$ cat src/rtl/micro_alpha_veryl_mux_arbiter.sv
// micro_alpha_veryl_mux_arbiter
//
// Two-requester round-robin arbiter feeding a single one-word output
// register. The winning requester's word is latched together with its
// index (selector), which drives the ALU operand mux select.
//
// Ports:
//   clk          sole clock, rising edge
//   rst          asynchronous active-high reset
//   req_valid    [1:0]        per-requester valid
//   req_data     [1:0][WIDTH] per-requester payload
//   req_ready    [1:0]        per-requester accept (combinational)
//   out_valid                 output register holds a word
//   out_data     [WIDTH]      held word
//   out_ready                 consumer accepts the held word
//   selector                  index of the requester whose word is held
//   grant_count  [1:0][16]    saturating per-requester transfer counters
module micro_alpha_veryl_mux_arbiter #(
  parameter int WIDTH = 32
) (
  input  logic                  clk,
  input  logic                  rst,
  input  logic [1:0]            req_valid,
  input  logic [1:0][WIDTH-1:0] req_data,
  output logic [1:0]            req_ready,
  output logic                  out_valid,
  output logic [WIDTH-1:0]      out_data,
  input  logic                  out_ready,
  output logic                  selector,
  output logic [1:0][15:0]      grant_count
);

  typedef enum logic {
    IDLE = 1'b0,
    HOLD = 1'b1
  } state_t;

  state_t           state_reg, state_next;
  logic             ptr_reg, ptr_next;
  logic [WIDTH-1:0] data_reg;
  logic             sel_reg;

  logic slot_open;
  logic grant;
  logic accept;

  // Next-state, grant and handshake decode.
  always_comb begin
    state_next = state_reg;
    ptr_next   = ptr_reg;
    req_ready  = 2'b00;
    // A slot opens when the register is empty or is being drained now.
    slot_open  = (state_reg == IDLE) || out_ready;
    // With a single valid requester it wins outright; on contention the
    // round-robin pointer decides.
    grant      = (req_valid == 2'b11) ? ptr_reg : req_valid[1];
    // rst gating keeps req_ready low while reset is held, clock or not.
    accept     = slot_open && (|req_valid) && !rst;

    if (accept) begin
      req_ready[grant] = 1'b1;
      state_next       = HOLD;
      ptr_next         = ~grant;
    end else if ((state_reg == HOLD) && out_ready) begin
      state_next = IDLE;
    end
  end

  always_ff @(posedge clk or posedge rst) begin
    if (rst) begin
      state_reg <= IDLE;
      ptr_reg   <= 1'b0;
      data_reg  <= '0;
      sel_reg   <= 1'b0;
    end else begin
      state_reg <= state_next;
      ptr_reg   <= ptr_next;
      if (accept) begin
        data_reg <= req_data[grant];
        sel_reg  <= grant;
      end
    end
  end

  assign out_valid = (state_reg == HOLD);
  assign out_data  = data_reg;
  assign selector  = sel_reg;

  // Per-requester accepted-transfer counters, saturating at all-ones.
  genvar gi;
  generate
    for (gi = 0; gi < 2; gi++) begin : g_cnt
      logic [15:0] cnt_reg;

      always_ff @(posedge clk or posedge rst) begin
        if (rst) begin
          cnt_reg <= '0;
        end else if (req_ready[gi] && (cnt_reg != 16'hFFFF)) begin
          cnt_reg <= cnt_reg + 16'd1;
        end
      end

      assign grant_count[gi] = cnt_reg;
    end
  endgenerate

endmodule

$ cat config.mk
export PLATFORM = sky130hd
export DESIGN_NAME = micro_alpha_veryl_mux_arbiter
export DESIGN_NICKNAME = d
export VERILOG_FILES = /design/src/rtl/micro_alpha_veryl_mux_arbiter.sv
export SDC_FILE = /design/constraint.sdc
export NUM_CORES = 1
export LEC_CHECK = 0
export BUFFER_PORTS_ARGS = -buffer_cell sky130_fd_sc_hd__buf_2
export CAP_MARGIN = 30
export CORE_UTILIZATION = 50
export DETAILED_ROUTE_END_ITERATION = 8
export GPL_TIMING_DRIVEN = 0
export MAX_ROUTING_LAYER = met4
export PLACE_DENSITY = 0.85
export SYNTH_ARGS = -nofsm -noshare
export SYNTH_HDL_FRONTEND = slang
export SYNTH_SLANG_ARGS = --single-unit
export TNS_END_PERCENT = 50
$ cat constraint.sdc
create_clock -name clk -period 7.4 [get_ports clk]
set_clock_uncertainty 0.1 [all_clocks]
set_input_delay 1.48 -clock clk [delete_from_list [all_inputs] [get_ports clk]]
set_output_delay 1.48 -clock clk [all_outputs]
set_load 0.05 [all_outputs]
==> out/metrics.csv, run 1 <==
metric,value,unit
status,"finished, final reports clean",
first_global_vias,2551,
synth_edf_count,0,
numCtsBuffers,9,
drv_cap,0,
worst_pin_slew,709,ps
ios,137,
crit_cells,7,
drt_iter0_markers,268,
syn_avg_cell_area,11.9,µm²
synth_cells,253,
vias,2731,
syn_to_final_growth,33.5,%
synth-main-ff-cell,dfrtp_1,
io_buffers,136,
hp-class,flop to flop,
ir_drop,0.000219,V
synth-seq-area-share,55.9,%
finalCriticalPeriod,4860,ps
die_area,6310,µm²
path_max_fanout,36,
grt_pass1_wl,12100,µm
clk_path_buf_depth,2,
slowest_delay,430,ps
die_h,79.5,µm
antennaDiodeCount,0,
final_cell_area,4000,µm²
finalMaxSlewViolations,0,
drive_gt1_share,44.2,%
grt_overflow,0,
synth_warnings,0,
std_cell_rows,27,
n_fill_cell,444,
synth_cell_types,39,
synth.cell_area,3000,µm²
crit_required,5820,ps
async_reset_ff_share,100,%
placed_area,3790,µm²
gp_congestion,0.843,
ant_nets,0,
crit_path_end_kind,primary output,
p_per_area,319,nW/µm²
clock_latency,330,ps
hold_depth,2,
globalRouteTotalUtil,26.3,%
cp.arrival,3280,ps
routed_wl,7820,µm
reg2regPathDepth,5,
htreeDepth,3,
wl_per_cell,16.4,µm
fin_crit_sh,65.6,%
timing.hold.ws,399,ps
syn_nets,324,
post_cts_buffers,0,
critPathTopFamily,buffers and inverters,
critPathBufInv,6,
cts_resized,0,
clock.fmax,206,MHz
final_util,71.0,%
layout.nets,472,
slew_headroom,52.5,%
criticalPathCategory,primary input to primary output,
route.detailed.drc,0,
first_pass_iters,7,
tns,0,ps
path_clk_slew,70,ps
finalHoldViolations,0,
cellLeakagePower,2.16,nW
routed_via_density,5.73,
dp_hpwl,5740,µm
coreArea,5640,µm²
register_area,1680,µm²
initial_core_util,53.2,%
start_kind,primary input,
setup_violations,0,
reg2reg_setup_slack,5560,ps
cts_num_sinks,67,
critPathSlowestCell,clkinv_2,
fin_cells,477,
antenna_found_initial,0,
multi_input_area,1130,µm²
postCtsHoldBufs,0,
ys_ff_latch,67,
rsz0062_at_grt,no,
path_cells,buf_2 > clkinv_2 > buf_12 > nand4_4 > inv_2 > buf_2 > buf_2,
cts_tree,yes,
cpMostUsedCell,buf_2,
die_w,79.5,µm
clockRootBuffer,clkbuf_8,
place_inst,462,
grt_max_degree,37,
per-stage QoR:
stage / setup slack, ps / total power, W
after floorplan: 1720 / 0.000837
after global placement: 634 / 0.000950
after detailed placement: 2500 / 0.000964
after CTS: 2490 / 0.00128
after global routing: 2350 / 0.00133
final: 2540 / 0.00128
metal layers:
metal  track usage (%)  wire (µm)
met1              31.8       3140
met2              42.6       3970
met3              5.03        470
met4              12.0        237
met5                 -          0
report_power, final:
part           total [W]  leakage, nW  internal, W  switching (W)
Sequential      0.000495        0.861     0.000433      0.0000612
Combinational   0.000461         1.19     0.000121       0.000341
Clock           0.000321        0.109     0.000191       0.000130
Total            0.00128         2.16     0.000745       0.000532
synthesized netlist by cell type, types with 2 or more instances:
cell	count	area [µm²]
buf_2	6	30.0
and3_1	4	25.0
mux2_2	5	56.3
nor3_1	2	10.0
xnor2_1	20	175
nand4_1	13	81.3
nand2b_2	2	17.5
nor2_1	6	22.5
nand3_1	7	35.0
dfrtp_1	67	1680
and2_1	2	12.5
a222oi_1	32	320
inv_1	34	128
ha_1	2	25.0
clkbuf_1	3	11.3
xor2_1	5	43.8
and4_1	3	26.3
a21oi_1	2	10.0
nand2_1	17	63.8
and4_4	2	22.5
cell type report:
cell class | instances | area share (%)
Buffer | 10 | 1.31
Inverter | 36 | 3.41
Clock buffer | 14 | 4.56
Timing Repair Buffer | 137 | 17.5
Tap cell | 72 | 2.25
Clock inverter | 1 | 0.750
Sequential cell | 67 | 41.9
Multi-Input combinational cell | 140 | 28.3
worst min-delay path, stage by stage (launching register included):
cell and delay (ps):
dfrtp_1 350, a222oi_1 70, inv_1 60
worst paths after layout:
| path | from | endpoint |
|---|---|---|
| max in group asynchronous | rst | out_data[15] |
| min in group asynchronous | rst | g_cnt[0].cnt_reg[5] |
| max | rst | req_ready[1] |
| min | out_data[5] | out_data[5] |
| max reg2reg | out_valid | out_data[25] |
| min reg2reg | out_data[5] | out_data[5] |
logic make-up (layout without fill, tap and decap cells):
| logic type | count (synthesis) | in the layout | share of synthesized area, % |
|---|---|---|---|
| flip-flops | 67 | 67 | 55.9 |
| buffers and inverters | 46 | 198 | 6.26 |
| adder cells (fa/ha/maj) | 2 | 2 | 0.834 |
| AND/OR/NAND/NOR | 66 | 66 | 13.9 |
| AO/OA/AOI/OAI | 41 | 41 | 13.4 |
| multiplexers | 5 | 5 | 1.88 |
| XOR/XNOR | 26 | 26 | 7.84 |
layout by cell type (no fill, tap or decap), types with 2 or more instances in the layout:
master and count:
clkbuf_1 4, xor2_1 5, dfrtp_1 67, buf_2 142, nand3_1 7, and2_1 2
inv_1 34, nand2_1 17, and4_4 2, nand2b_2 2, xnor2_1 20, nor3_1 2
nand4_1 13, nor2_1 6, and3_1 4, ha_1 2, a21oi_1 2, a222oi_1 32
mux2_2 5, clkbuf_8 13, and4_1 3
(Power assumes the default switching activity.)
==> inputs of run 2 (changes only) <==
--- a/config.mk
+++ b/config.mk
@@ -7,11 +7,11 @@
 export LEC_CHECK = 0
 export BUFFER_PORTS_ARGS = -buffer_cell sky130_fd_sc_hd__buf_2
 export CAP_MARGIN = 30
-export CORE_UTILIZATION = 50
+export CORE_UTILIZATION = 42
 export DETAILED_ROUTE_END_ITERATION = 8
 export GPL_TIMING_DRIVEN = 0
 export MAX_ROUTING_LAYER = met4
-export PLACE_DENSITY = 0.85
+export PLACE_DENSITY = 0.76
 export SYNTH_ARGS = -nofsm -noshare
 export SYNTH_HDL_FRONTEND = slang
 export SYNTH_SLANG_ARGS = --single-unit
==> constraint.sdc (replaced) <==
create_clock -name clk -period 4 [get_ports clk]
set_clock_uncertainty 0.1 [all_clocks]
set_input_delay 0.8 -clock clk [delete_from_list [all_inputs] [get_ports clk]]
set_output_delay 0.8 -clock clk [all_outputs]
set_load 0.05 [all_outputs]
==> run 2 against run 1 <==
  * Die area up 19%
  * Global-route usage down 5.5 points
  * Critical path depth unchanged
  * Clock power up 60%
  * First-iteration DRC count down 31%
  * Combinational power up 84%
  * Cell area about the same
  * Setup slack worse by 2100 ps
  * Sequential power up 85%
  * Routed wire length down 7.3%
  * Flip-flop and latch count unchanged
  * Critical endpoint unchanged
  * Highest routed layer unchanged
==> out/metrics.csv, run 2 (synthesis gave the netlist of run 1 again) <==
metric,value,unit,change
status,"finished, final reports clean",,
htreeDepth,3,,unchanged
routed_via_density,5.20,,-9.3%
drive_gt1_share,44.0,%,-0.25 points
grt_pass1_wl,11400,µm,-5.7%
slew_headroom,52.5,%,about the same
slowest_delay,480,ps,+50 ps
cpMostUsedCell,buf_2,,
clock.fmax,282,MHz,
wl_per_cell,14.5,µm,-12%
postCtsHoldBufs,0,,unchanged
grt_overflow,0,,unchanged
vias,2603,,-4.7%
ios,137,,unchanged
first_pass_iters,9,,+2
hp-class,flop to flop,,
rsz0062_at_grt,no,,
post_cts_buffers,0,,unchanged
std_cell_rows,30,,+11%
place_inst,486,,+5.2%
route.detailed.drc,0,,unchanged
rr_startpoint,out_valid,,
tns,0,ps,unchanged
cts_tree,yes,,
p_per_area,569,nW/µm²,+78%
io_buffers,136,,unchanged
finalMaxSlewViolations,0,,unchanged
syn_to_final_growth,33.4,%,about the same
coreArea,6830,µm²,+21%
path_cells,buf_2 > clkinv_2 > buf_12 > nand4_4 > inv_2 > buf_2 > buf_2,,
ir_drop,0.000323,V,+48%
die_w,86.5,µm,+8.9%
fin_cells,501,,+5.0%
gp_congestion,0.825,,-2.2%
die_area,7480,µm²,+19%
clockRootBuffer,clkbuf_8,,
antenna_found_initial,0,,unchanged
worstSetupStartpoint,rst,,
first_global_vias,2536,,-0.59%
path_max_fanout,41,,+14%
critPathSlowestCell,clkinv_2,,
globalRouteTotalUtil,20.8,%,-5.5 points
preCtsSetupSlack,376,ps,-2130 ps
antennaDiodeCount,0,,unchanged
drv_cap,0,,unchanged
die_h,86.5,µm,+8.9%
path_clk_slew,60,ps,about the same
setup_ws,453,ps,-2090 ps
hp-start,g_cnt[1].cnt_reg[15],,
cp.arrival,2650,ps,-630 ps
start_kind,primary input,,
numCtsBuffers,9,,unchanged
final_util,58.6,%,-12 points
layout.nets,472,,unchanged
cellLeakagePower,2.14,nW,-0.93%
clk_path_buf_depth,2,,unchanged
finalCriticalPeriod,3550,ps,
layout_commonest_cell,buf_2,,
clock_latency,340,ps,about the same
drt_iter0_markers,186,,-31%
grt_max_degree,42,,+14%
routed_wl,7250,µm,-7.3%
criticalPathCategory,primary input to primary output,,
ant_nets,0,,unchanged
initial_core_util,43.9,%,-9.3 points
worst_pin_slew,712,ps,+2.83 ps
crit_path_end_kind,primary output,,
cts_num_sinks,67,,unchanged
fin_crit_sh,88.7,%,
finalHoldViolations,0,,unchanged
crit_required,3100,ps,-2720 ps
final_cell_mix,"142 x buf_2, 67 x dfrtp_1, 34 x inv_1, 32 x a222oi_1, 20 x xnor2_1",,
dp_hpwl,5380,µm,-6.4%
cts_resized,0,,unchanged
setup_violations,0,,unchanged
## run 2: cell count changes in the layout (fill, tap and decap cells not counted)
cell,previous run,this run
bufinv_16,1,0
clkbuf_1,4,5
clkinvlp_4,0,1
clkbuf_8,13,12
## run 2: path summary, 6_finish.rpt
check	end	slack, ps	cells past startpoint
max in group asynchronous	out_data[26]	2750	3
worst max register to register	out_data[15]	2150	5
min in group asynchronous	g_cnt[1].cnt_reg[7]	450	2
worst min-delay path	g_cnt[1].cnt_reg[15]	390	1
worst max-delay path	req_ready[1]	450	7
worst min register to register	g_cnt[1].cnt_reg[15]	390	1
## run 2: cell type report
cell class                 count  area [µm²]
clock inverter                 1        7.51
fill                         640        2830
buffer                        10        52.6
clock buffer                  14         173
timing repair buffer         137         701
tap                           96         120
multi-input combinational    140        1130
inverter                      36         136
sequential                    67        1680
## run 2: worst max-delay path, delay by kind of cell
family | cells | cell delay [ps]
simple gates | 1 | 200
buf+inv | 6 | 1630
## run 2: where the power goes
part	switching [W]	total (W)	internal, W
Clock	0.000239	0.000512	0.000273
Sequential	0.000114	0.000916	0.000802
Combinational	0.000626	0.000849	0.000224
## run 2: routing by layer
metal / GRT usage [%] / vias up / wire length [µm] / part of all wire, %
li1: - / 1232 / - / -
met1: 24.8 / 1250 / 3140 / 43
met2: 34.3 / 112 / 3540 / 49
met3: 3.43 / 9 / 478 / 6.6
met4: 10.5 / 0 / 89 / 1.2
met5: - / - / 0 / 0
## run 2: stage by stage
| stage | cell area (µm²) | power [W] | hold slack, ps |
|---|---|---|---|
| 6_report | 4000 | 0.00228 | 394 |
| 5_1_grt | 4000 | 0.00239 | 410 |
| 4_1_cts | 4000 | 0.00230 | 391 |
| 3_5_place_dp | 3820 | 0.00178 | 361 |
| 3_3_place_gp | 3800 | 0.00176 | 364 |
| 2_1_floorplan | 3000 | 0.00155 | 364 |
==> inputs of run 3 (changes only) <==
--- a/config.mk
+++ b/config.mk
@@ -10,7 +10,6 @@
 export CORE_UTILIZATION = 42
 export DETAILED_ROUTE_END_ITERATION = 8
 export GPL_TIMING_DRIVEN = 0
-export MAX_ROUTING_LAYER = met4
 export PLACE_DENSITY = 0.76
 export SYNTH_ARGS = -nofsm -noshare
 export SYNTH_HDL_FRONTEND = slang
==> run 3 against run 2 <==
  * Cell count did not move
  * First-iteration DRC count fell by 0.54%
  * Die area did not move
  * Core utilization did not move
  * Global-route usage fell by 0.61 points
  * Register-to-register slack improved by 20 ps
  * Combinational power barely moved
  * Critical endpoint unchanged
  * Cell area did not move
  * Via count barely moved
  * Sequential power barely moved
  * Setup slack improved by 2.5 ps
  * Count of clock-buffer cells in the layout did not move
  * Largest power group unchanged
==> out/metrics.csv, run 3 (synthesis gave the netlist of run 1 again) <==
metric,value,unit,change
status,"finished, final reports clean",,
clockRootBuffer,clkbuf_8,,
crit_path_end_kind,primary output,,
path_clk_slew,70,ps,about the same
rsz0062_at_grt,no,,
numCtsBuffers,9,,unchanged
io_buffers,136,,unchanged
layout_commonest_cell,buf_2,,
n_fill_cell,640,,unchanged
cellLeakagePower,2.14,nW,unchanged
die_area,7480,µm²,unchanged
first_pass_iters,7,,-2
postCtsHoldBufs,0,,unchanged
initial_core_util,43.9,%,unchanged
hp-start,g_cnt[1].cnt_reg[15],,
first_global_vias,2536,,unchanged
grt_pass1_wl,11400,µm,unchanged
slowest_delay,470,ps,about the same
vias,2605,,+0.077%
grt_overflow,0,,unchanged
grt_max_degree,42,,unchanged
drv_cap,0,,unchanged
antenna_found_initial,0,,unchanged
dp_hpwl,5380,µm,unchanged
cts_resized,0,,unchanged
gp_congestion,0.813,,-1.5%
globalRouteTotalUtil,20.2,%,-0.61 points
cts_num_sinks,67,,unchanged
die_w,86.5,µm,unchanged
setup_violations,0,,unchanged
hold_depth,1,,unchanged
drt_iter0_markers,185,,-0.54%
layout.nets,472,,unchanged
clock.fmax,282,MHz,about the same
clk_path_buf_depth,2,,unchanged
finalMaxSlewViolations,0,,unchanged
reg2reg_setup_slack,2170,ps,+20 ps
routed_via_density,5.20,,about the same
final_util,58.6,%,unchanged
hp-class,flop to flop,,
p_per_area,570,nW/µm²,+0.15%
htreeDepth,3,,unchanged
antennaDiodeCount,0,,unchanged
path_max_fanout,41,,unchanged
route.detailed.drc,0,,unchanged
coreArea,6830,µm²,unchanged
std_cell_rows,30,,unchanged
hold_end,g_cnt[1].cnt_reg[15],,
crit_required,3100,ps,about the same
die_h,86.5,µm,unchanged
clock_latency,340,ps,about the same
tns,0,ps,unchanged
finalCriticalPeriod,3540,ps,-2.54 ps
routed_wl,7260,µm,+0.18%
cpMostUsedCell,buf_2,,
ir_drop,0.000323,V,about the same
rr_startpoint,out_valid,,
slew_headroom,52.8,%,+0.31 points
drive_gt1_share,44.0,%,unchanged
cts_tree,yes,,
fin_crit_sh,88.6,%,about the same
worst_pin_slew,707,ps,-4.62 ps
path_cells,buf_2 > clkinv_2 > buf_12 > nand4_4 > inv_2 > buf_2 > buf_2,,
post_cts_buffers,0,,unchanged
timing.rr.end,out_data[15],,
start_kind,primary input,,
cp.arrival,2640,ps,about the same
critPathSlowestCell,clkinv_2,,
syn_to_final_growth,33.4,%,unchanged
finalHoldViolations,0,,unchanged
ant_nets,0,,unchanged
reg2regPathDepth,5,,unchanged
wl_per_cell,14.5,µm,+0.18%
criticalPathCategory,primary input to primary output,,
final_cell_mix,"142 x buf_2, 67 x dfrtp_1, 34 x inv_1, 32 x a222oi_1, 20 x xnor2_1",,
ios,137,,unchanged
## run 3: final cells by class
type | instances | area (µm²) | share of cell area [%]
sequential | 67 | 1680 | 41.9
inverter | 36 | 136 | 3.41
tap | 96 | 120 | 3.00
timing repair buffer | 137 | 701 | 17.5
clock inverter | 1 | 7.51 | 0.188
clock buffer | 14 | 173 | 4.32
buffer | 10 | 52.6 | 1.31
multi-input combinational | 140 | 1130 | 28.4
## run 3: where the power goes
part	internal, W	switching, W	total, W
combinational	0.000224	0.000626	0.000850
sequential	0.000802	0.000115	0.000916
clock	0.000273	0.000241	0.000514
## run 3: per-stage QoR
stage          setup WS, ps  cell area [µm²]  std cells  hold slack [ps]  power [W]
2_1_floorplan           718             3000        253              364    0.00155
3_3_place_gp           20.0             3800        485              364    0.00176
3_5_place_dp            376             3820        486              361    0.00178
4_1_cts                 378             4000        501              391    0.00230
5_1_grt                 253             4000        501              410    0.00239
6_report                456             4000        501              396    0.00228
## run 3: worst max path at each step
stage          from           end  slack (ps)  depth (start not counted)
2_1_floorplan   rst  req_ready[0]         720                          4
3_3_place_gp    rst  req_ready[1]          20                          6
3_5_place_dp    rst  req_ready[1]         380                          7
4_1_cts         rst  req_ready[1]         380                          7
5_1_grt         rst  req_ready[1]         250                          7
6_report        rst  req_ready[1]         460                          7
## run 3: worst max-delay path: cells and delay by family
kind | cells | cell delay (ps)
AND/OR/NAND/NOR | 1 | 200
buffers and inverters | 6 | 1620
## run 3: layer usage
layer,routed length (µm),GRT usage (%),vias to the layer above
met2,3520,34.3,102
met1,3150,24.6,1264
li1,-,-,1228
met3,474,3.71,11
met5,0,0,-
met4,114,10.5,0
